===== src/rtl/mem_stage.sv =====
// Memory-access pipeline stage: turns LDR/STR into single-word req/ack
// transactions, stalling the pipeline while an access is outstanding.
module mem_stage #(
  parameter int unsigned BASE_ADDR  = 1024,
  parameter int unsigned ADDR_WIDTH = 16,
  parameter int unsigned TIMEOUT    = 15
) (
  input  logic                  clk,
  input  logic                  rst,
  input  logic                  wb_en_in,
  input  logic                  mem_r_en_in,
  input  logic                  mem_w_en_in,
  input  logic [31:0]           alu_res_in,
  input  logic [31:0]           val_rm_in,
  input  logic [3:0]            dest_in,
  output logic                  wb_en_out,
  output logic                  mem_r_en_out,
  output logic [31:0]           alu_res_out,
  output logic [31:0]           mem_res_out,
  output logic [3:0]            dest_out,
  output logic                  freeze,
  output logic                  mem_req,
  output logic                  mem_we,
  output logic [ADDR_WIDTH-1:0] mem_addr,
  output logic [31:0]           mem_wdata,
  input  logic [31:0]           mem_rdata,
  input  logic                  mem_ack,
  output logic                  mem_err
);

  localparam int unsigned CNT_W = 8;

  typedef enum logic [1:0] {IDLE, BUSY, DONE} state_e;

  state_e                state_q;
  logic [CNT_W-1:0]      cnt_q;
  logic                  mem_req_q;
  logic                  mem_we_q;
  logic                  mem_err_q;
  logic [ADDR_WIDTH-1:0] addr_q;
  logic [31:0]           wdata_q;
  logic [31:0]           rdata_q;
  logic                  access;

  assign access = mem_r_en_in | mem_w_en_in;

  // Non-memory controls and results flow straight through
  assign wb_en_out    = wb_en_in;
  assign mem_r_en_out = mem_r_en_in;
  assign alu_res_out  = alu_res_in;
  assign dest_out     = dest_in;

  // Stall starts in the same cycle the access is seen so EXE holds its operands
  assign freeze = ((state_q == IDLE) && access) || (state_q == BUSY);

  assign mem_req     = mem_req_q;
  assign mem_we      = mem_we_q;
  assign mem_addr    = addr_q;
  assign mem_wdata   = wdata_q;
  assign mem_res_out = rdata_q;
  assign mem_err     = mem_err_q;

  always_ff @(posedge clk or negedge rst) begin
    if (!rst) begin
      state_q   <= IDLE;
      cnt_q     <= '0;
      mem_req_q <= 1'b0;
      mem_we_q  <= 1'b0;
      mem_err_q <= 1'b0;
      addr_q    <= '0;
      wdata_q   <= '0;
      rdata_q   <= '0;
    end else begin
      case (state_q)
        IDLE: begin
          if (access) begin
            addr_q    <= ADDR_WIDTH'((alu_res_in - 32'(BASE_ADDR)) >> 2);
            wdata_q   <= val_rm_in;
            mem_we_q  <= mem_w_en_in;
            mem_req_q <= 1'b1;
            cnt_q     <= '0;
            state_q   <= BUSY;
          end
        end
        BUSY: begin
          if (mem_ack) begin
            if (!mem_we_q) rdata_q <= mem_rdata;
            mem_req_q <= 1'b0;
            mem_we_q  <= 1'b0;
            state_q   <= DONE;
          end else if (cnt_q == CNT_W'(TIMEOUT - 1)) begin
            // Abandon after TIMEOUT unanswered cycles and poison the read value
            mem_err_q <= 1'b1;
            rdata_q   <= 32'hDEADBEEF;
            mem_req_q <= 1'b0;
            mem_we_q  <= 1'b0;
            state_q   <= DONE;
          end else begin
            cnt_q <= cnt_q + CNT_W'(1);
          end
        end
        DONE:    state_q <= IDLE;
        default: state_q <= IDLE;
      endcase
    end
  end

endmodule


===== config.mk =====
export PLATFORM = sky130hd
export DESIGN_NAME = mem_stage
export DESIGN_NICKNAME = d
export VERILOG_FILES = /design/src/rtl/mem_stage.sv
export SDC_FILE = /design/constraint.sdc
export NUM_CORES = 1
export LEC_CHECK = 0
export ABC_AREA = 1
export CAP_MARGIN = 20
export CORE_ASPECT_RATIO = 1.25
export CORE_UTILIZATION = 42
export CTS_CLUSTER_DIAMETER = 80
export CTS_CLUSTER_SIZE = 14
export DETAILED_ROUTE_END_ITERATION = 10
export GPL_TIMING_DRIVEN = 0
export HOLD_SLACK_MARGIN = 0.08
export PLACE_DENSITY = 0.94
export SKIP_LAST_GASP = 1
export SLEW_MARGIN = 20
export SYNTH_ARGS = -nofsm -noshare
export SYNTH_HDL_FRONTEND = slang
export SYNTH_SLANG_ARGS = --single-unit

===== constraint.sdc =====
create_clock -name clk -period 4.1 [get_ports clk]
set_input_delay 1.23 -clock clk [delete_from_list [all_inputs] [get_ports clk]]
set_output_delay 1.23 -clock clk [all_outputs]
set_load 0.02 [all_outputs]

; ---- Word-level counts from Yosys, hierarchy flattened
; Cells that the tools add are included.
; Widths: inputs -> output; s select.
[op_classes]
addsub = 2
mul = 0
n_div = 0
order_cmp = 0
n_eq_ne = 7
shifts = 0
muxes = 17
n_bitwise = 2
n_reduce_logical = 11
[ops]
columns = op, count
row1 = $mux 32, 3
row2 = $mux 8, 3
row3 = $sub 18x11->18 const B, 1
row4 = $pmux 8 s2, 1
row5 = $reduce_and 3->1, 3
row6 = $add 8x1->8 const B, 1
row7 = $eq 8x4->1 const B, 1
row8 = $ne 2x2->1 const B, 4
row9 = $mux 2, 3
row10 = $mux 1, 4
row11 = $pmux 1 s2, 2
row12 = $pmux 2 s2, 1
row13 = $reduce_and 2->1, 2
row14 = $reduce_and 4->1, 1
row15 = $reduce_bool 2->1, 2
row16 = $ne 3x2->1 const B, 1
row17 = $eq 2x1->1 const B, 1
row18 = $logic_not 2->1, 1
row19 = $logic_and 1x1->1, 1
row20 = $logic_or 1x1->1, 1
row21 = $not 1->1, 1
row22 = $or 1x1->1, 1
[word_totals]
register_bits = 93
latch_bits = 0
mem_bits_rw = 0
rom_bits = 0
input_bits = 106
out_inout_bits = 122
wordCells = 47
n_memories = 0

; ---- Logic depth before layout (Yosys ltp)
; Gate-level depths: netlist of the first run.
[depth]
word_depth = 4
depth_mapped = 9
mapped_depth_nobuf = 8

; ---- Least setup slack after synthesis of the first run
; OpenSTA, ideal clock, no wires.
[synth_path]
path_type = input -> output
start = input port mem_r_en_in
end = output port freeze
t_arrival_ns = 1.648
required_ns = 2.870
path_slack_ns = 1.222
stages = 4
path_buffers = 0
cell_sequence = inv_1 -> nand2_1 -> nand2_1 -> nand2_1
[synth_via]
elab_chain_len = 3
[synth_rtl]
columns = element, line_no
row1 = from (decl), 11  ; input logic mem_r_en_in,
row2 = $or 1x1->1, 45  ; assign access = mem_r_en_in | mem_w_en_in;
row3 = $logic_and 1x1->1, 54  ; assign freeze = ((state_q == IDLE) && access) || (state_q == BUSY);
row4 = $logic_or 1x1->1, 54
row5 = to (decl), 21  ; output logic freeze,
; No other way between the ends.

; ---- Final worst setup path of the first run
; Same ends and word-level chain as after synthesis.

==> results of run 1 <==
==> kinds of logic after synthesis <==
group | synth area share (%)
AND/OR/NAND/NOR | 35.2
flip-flops | 50.9
buffers and inverters | 11.7
AO/OA/AOI/OAI | 1.18
adder cells (fa/ha/maj) | 0.821
XOR/XNOR | 0.192
==> final cells by class <==
type	instances	area share (%)
tap	132	2.33
clock buffer	12	3.47
timing repair buffer	207	29.5
buffer	59	6.14
clock inverter	3	0.317
multi-input combinational	367	24.1
sequential	93	32.8
inverter	26	1.38
==> critical path: stages <==
cell and delay [ps]:
clkdlybuf4s50_1 500, inv_1 50, nand2_1 60, nand2_1 200, nand2_1 200, dlygate4sd2_1 370
==> state kept, by name (all words and copies together), names as in the netlist <==
name,flops
mem_we,1
state_q,2
cnt_q,8
mem_wdata,32
mem_err,1
mem_res_out,32
mem_req,1
mem_addr,16
==> cells in the final DEF, fill, tap and decap left out, drive strengths merged <==
| cell type | synthesis | final |
|---|---|---|
| clkinv | 0 | 3 |
| nor2 | 23 | 23 |
| a21oi | 2 | 2 |
| dfrtp | 93 | 93 |
| or2 | 25 | 25 |
| dlygate4sd2 | 0 | 1 |
| nand4 | 1 | 1 |
| nand3 | 45 | 45 |
| a31oi | 1 | 1 |
| o21bai | 1 | 1 |
| nand3b | 1 | 1 |
| xnor2 | 1 | 1 |
| nor3 | 1 | 1 |
| ha | 3 | 3 |
| clkbuf | 7 | 19 |
| nand2 | 257 | 257 |
| o21ai | 6 | 6 |
| clkdlybuf4s50 | 0 | 204 |
| inv | 26 | 26 |
| buf | 52 | 54 |
==> report_power, final <==
part           internal, mW  switching, mW
Clock                 0.426          0.338
Combinational          1.14           1.37
Sequential             1.34          0.236
Total                  2.91           1.95
==> metal layers <==
| metal | GRT usage [%] | vias up | wire length [microns] |
|---|---|---|---|
| li1 | - | 2064 | - |
| met1 | 24.2 | 1946 | 4670 |
| met2 | 39.3 | 167 | 6090 |
| met3 | 6.95 | 23 | 968 |
| met4 | 7.29 | 0 | 218 |
| met5 | 0 | - | 0 |
==> final timing paths <==
path / from / end / slack (ps) / cells after the start
max: mem_r_en_in / freeze / 270 / 6
min: mem_err / mem_err / 470 / 2
max reg2reg: state_q[0] / mem_wdata[28] / 2490 / 6
min reg2reg: mem_err / mem_err / 470 / 2
max in group asynchronous: rst / mem_wdata[5] / 2710 / 2
min in group asynchronous: rst / mem_res_out[9] / 800 / 1
==> per-stage QoR <==
stage / instance area, sq um / total power, mW
global placement: 6800 / 4.05
finish: 7090 / 4.85
global route: 7090 / 5.18
floorplan: 4570 / 2.91
detailed placement: 6830 / 4.13
CTS: 7090 / 4.91
==> repair_timing <==
item / 4_1_cts / 5_1_grt
hold buffers: 0 / 0
endpoints found under the setup margin: 1 / 0
resized for setup: 1 / 0
buffers inserted: 0 / 0
==> results.json, run 1 <==
{
  "fraction_of_layout_instances_using_a_drive_strength_above_1_pct": 19.0,
  "pre_cts_ws_ps": -24.0,
  "timing.critical_path.fanout_max": 8,
  "fillCellCount": 851,
  "post-route-period-util_pct": 93.5,
  "grt_pass1_wl_microns": 19300,
  "post-dp-hpwl_microns": 9180,
  "timing.final.setup_violations": 0,
  "grt.total_usage_pct": 22.1,
  "post_layout_nonfiller_instances": 899,
  "dieArea_sq_um": 11300,
  "boundary_pin_count": 228,
  "area_delta_synth_final_pct": 55.2,
  "port-buffer-count": 206,
  "std_cell_rows": 42,
  "synth.ff_latch_count": 93,
  "vias": 4200,
  "grt_antenna_before_repair": 0,
  "clock_path_buffers": 2,
  "post-route-min-period_ps": 3830,
  "timing_hold_violations_final": 0,
  "criticalPathCategory": "in -> out",
  "placed_cells": 884,
  "cts_tree": "built",
  "drc": 0,
  "total_cts_buffers": 9,
  "async_flop_share_pct": 100,
  "rsz_0062_raised_after_global_routing": "false",
  "drt_pre_antenna_iters": 6,
  "max-slew-margin-rel_pct": 64.1,
  "multiInputGateArea_sq_um": 1710,
  "synthesis.yosys.warnings": 0,
  "deepest_level_of_the_cts_h_tree": 3,
  "final_hold_slack_ps": 468,
  "maxSlewViolCount": 0,
  "start_util_pct": 43.1,
  "yosysUniqueCellTypes": 28,
  "clkSinkCount": 93,
  "final_critical_path_setup_slack_ps": 267,
  "vias_per_cell": 4.67,
  "hp_class": "reg -> reg",
  "die-width_microns": 95.3,
  "netlist.area_leader.share_pct": 50.9,
  "die-height_microns": 119,
  "critPathCaptureType": "output pin",
  "worstMarginPinSlew_ps": 539,
  "fp.coreArea_sq_um": 10600,
  "gr-total-overflow": 0,
  "final-seq-area_sq_um": 2330,
  "finalWirelength_microns": 11900,
  "place.gp.congestion": 0.772,
  "ctsRootBufferMaster": "clkbuf_16",
  "antenna_cells": 0,
  "yosys.cell_count.top_type": "nand2_1",
  "power.leakage_nw": 3.48,
  "largest_net_degree_at_the_start_of_global_routing": 55,
  "first_global_vias": 4262,
  "syn_nets": 654,
  "post_route_setup_tns_ps": 0,
  "clk_pin_slew_worst_paths_ps": 60,
  "fmaxAchievable_mhz": 261,
  "synth.yosys.seq_area_share_pct": 50.9,
  "mean_post_synth_cell_area_sq_um": 8.39,
  "run_status": "finished clean",
  "dominantRegCellSynth": "dfrtp_1",
  "yosysTopAreaCell": "dfrtp_1",
  "post_synth_main_area_contributors": "dfrtp_1, nand2_1, buf_4",
  "antenna_left": 0,
  "synthesis.area_sq_um": 4570,
  "skew_ps": 6.75,
  "netlist_instances": 545,
  "synth_commonest_cells": "nand2_1, dfrtp_1, nand3_1",
  "irDropWorstVdd_v": 0.000429,
  "design.final.nets": 872,
  "drtIter0Drc": 117,
  "clk-insertion-delay-late_ps": 340,
  "number_of_synthesized_flops_with_an_enable_pin": 0,
  "drt-wirelength-per-cell_microns": 13.3,
  "critical_path_required_ps": 2870,
  "postLayoutCoreUtil_pct": 66.8,
  "max_cap_viol_count": 0,
  "power_per_cell_area_nw_per_um2": 684,
  "worst_setup_path_start_kind": "input port",
  "arrival_ps": 2600
}
(Power assumes the default switching activity.)
==> inputs of run 2 (changes only) <==
CORE_UTILIZATION = 36   (was 42)
PLACE_DENSITY = 0.84   (was 0.94)
==> run 2 against run 1 <==
Critical path depth down 3. Register-to-register slack improved by 50 ps. First-iteration DRC count increased by 32%. Clock power is 2% higher. Global-route usage shrank 3.2 points. Fmax increased by 2.2%. Combinational power about the same. Via count down 1.6%. Utilization is 8.6 points lower. Critical endpoint is now alu_res_out[13]. Largest power group unchanged.
==> results.json, run 2 (synthesis gave the netlist of run 1 again) <==
{
  "run_status": "finished clean",
  "timing.final.setup_violations": 0,
  "antenna_left": 0,
  "worst_setup_path_start_kind": "input port",
  "fillCellCount": 1102,
  "max_cap_viol_count": 0,
  "fmaxAchievable_mhz": 267,
  "dieArea_sq_um": 13200,
  "die-width_microns": 103,
  "critical_path.reg2reg.endpoint": "mem_wdata[31]",
  "maxSlewViolCount": 0,
  "criticalPathCategory": "in -> out",
  "design.final.nets": 872,
  "drc": 0,
  "place.gp.congestion": 0.804,
  "critPathCaptureType": "output pin",
  "reg2reg_from": "state_q[0]",
  "deepest_level_of_the_cts_h_tree": 3,
  "min_path_cells": 2,
  "area_delta_synth_final_pct": 56.3,
  "skew_ps": 7.70,
  "drt_pre_antenna_iters": 4,
  "worstMarginPinSlew_ps": 492,
  "critical_path_required_ps": 2870,
  "largest_net_degree_at_the_start_of_global_routing": 52,
  "power.leakage_nw": 3.49,
  "die-height_microns": 128,
  "layout.cell_area.non_filler_sq_um": 7140,
  "timing_hold_violations_final": 0,
  "clock_path_buffers": 2,
  "mostFrequentLayoutCell": "nand2_1",
  "grt_pass1_wl_microns": 19100,
  "drtIter0Drc": 154,
  "irDropWorstVdd_v": 0.000355,
  "drt-wirelength-per-cell_microns": 12.9,
  "pre_cts_ws_ps": 25.2,
  "grt.total_usage_pct": 18.9,
  "finalWirelength_microns": 12100,
  "clk_pin_slew_worst_paths_ps": 70,
  "setup.reg_to_reg.worst_slack_ps": 2540,
  "std_cell_rows": 45,
  "fp.coreArea_sq_um": 12300,
  "vias": 4131,
  "total_cts_buffers": 9,
  "timing.critical_path.fanout_max": 5,
  "highest_count_cells_in_the_layout_ignoring_fill_and_taps": "nand2_1, clkdlybuf4s50_1, dfrtp_1",
  "gr-total-overflow": 0,
  "postLayoutCoreUtil_pct": 58.2,
  "antenna_cells": 0,
  "max-slew-margin-rel_pct": 67.2,
  "power_per_cell_area_nw_per_um2": 681,
  "worstRegToRegCells": 7,
  "ctsRootBufferMaster": "clkbuf_16",
  "placed_area_sq_um": 6870,
  "placed_cells": 916,
  "worst_hold_path.endpoint": "mem_wdata[19]",
  "clkSinkCount": 93,
  "arrival_ps": 2520,
  "vias_per_cell": 4.43,
  "first_global_vias": 4048,
  "post-route-min-period_ps": 3750,
  "final_critical_path_setup_slack_ps": 349,
  "post_layout_nonfiller_instances": 932,
  "grt_antenna_before_repair": 0,
  "hp_class": "reg -> reg",
  "worstHoldStart": "mem_wdata[19]",
  "start_util_pct": 37.2,
  "post-dp-hpwl_microns": 9190,
  "clk-insertion-delay-late_ps": 340,
  "fraction_of_layout_instances_using_a_drive_strength_above_1_pct": 19.3,
  "post-route-period-util_pct": 91.5,
  "boundary_pin_count": 228,
  "cts_tree": "built",
  "rsz_0062_raised_after_global_routing": "false",
  "port-buffer-count": 206
}
run 2: changes by cell type in the layout (fill, tap and decap cells not counted), sizes merged:
cell          change
clkbuf            -2
clkinvlp          +2
inv               +2
clkinv            -1
dlygate4sd2       -1
dlymetal6s2s      +1
run 2: layout make-up:
type / instances / area (sq um) / area share (%)
Sequential cell: 93 / 2330 / 32.6
Timing Repair Buffer: 207 / 2090 / 29.3
Multi-Input combinational cell: 367 / 1710 / 23.9
Buffer: 59 / 435 / 6.09
Clock buffer: 10 / 229 / 3.20
Tap cell: 164 / 205 / 2.87
Inverter: 26 / 97.6 / 1.37
Clock inverter: 6 / 46.3 / 0.648
run 2: routing by layer:
metal	vias up	track usage, %	part of all wire [%]
li1	2068	-	-
met1	1885	22.0	40
met2	168	32.7	50
met3	10	6.32	8.9
met4	0	5.05	1.1
met5	-	0	0
run 2: metrics by stage:
step	power [mW]	hold WS [ps]	TNS [ps]
global route	5.22	500	0
detailed placement	4.12	464	0
finish	4.86	479	0
CTS	4.93	482	0
global placement	4.06	455	-163360
floorplan	2.91	491	0
run 2: how the worst max path moves through the flow:
stage | endpoint | cells past startpoint | from | slack [ps]
6_report | alu_res_out[13] | 3 | alu_res_in[13] | 350
5_1_grt | freeze | 6 | mem_w_en_in | 300
4_1_cts | freeze | 6 | mem_r_en_in | 20
3_5_place_dp | freeze | 6 | mem_r_en_in | 30
3_3_place_gp | mem_wdata[13] | 1 | rst | -1760
2_1_floorplan | freeze | 4 | mem_r_en_in | 1220
run 2: power by group:
group	leakage, nW	switching, mW	internal [mW]	total (mW)
Combinational	2.21	1.36	1.15	2.51
Clock	0.129	0.364	0.416	0.780
Sequential	1.15	0.235	1.34	1.57
Total	3.49	1.96	2.90	4.86
run 2: worst max-delay path, cell delays in order:
cell and delay [ps]:
clkdlybuf4s50_1 560, buf_4 140, clkdlybuf4s50_1 590
run 2: repair_timing:
| item | CTS | global route |
|---|---|---|
| setup buffers | 0 | 0 |
| hold buffers | 0 | 0 |
| gates resized for setup | 0 | 1 |
| setup endpoints to repair | 0 | 1 |
==> inputs of run 3 (changes only) <==
SLEW_MARGIN = 25   (was 20)
==> results of run 3 <==
Final layout, timing and power as in run 2 (identical DEF).
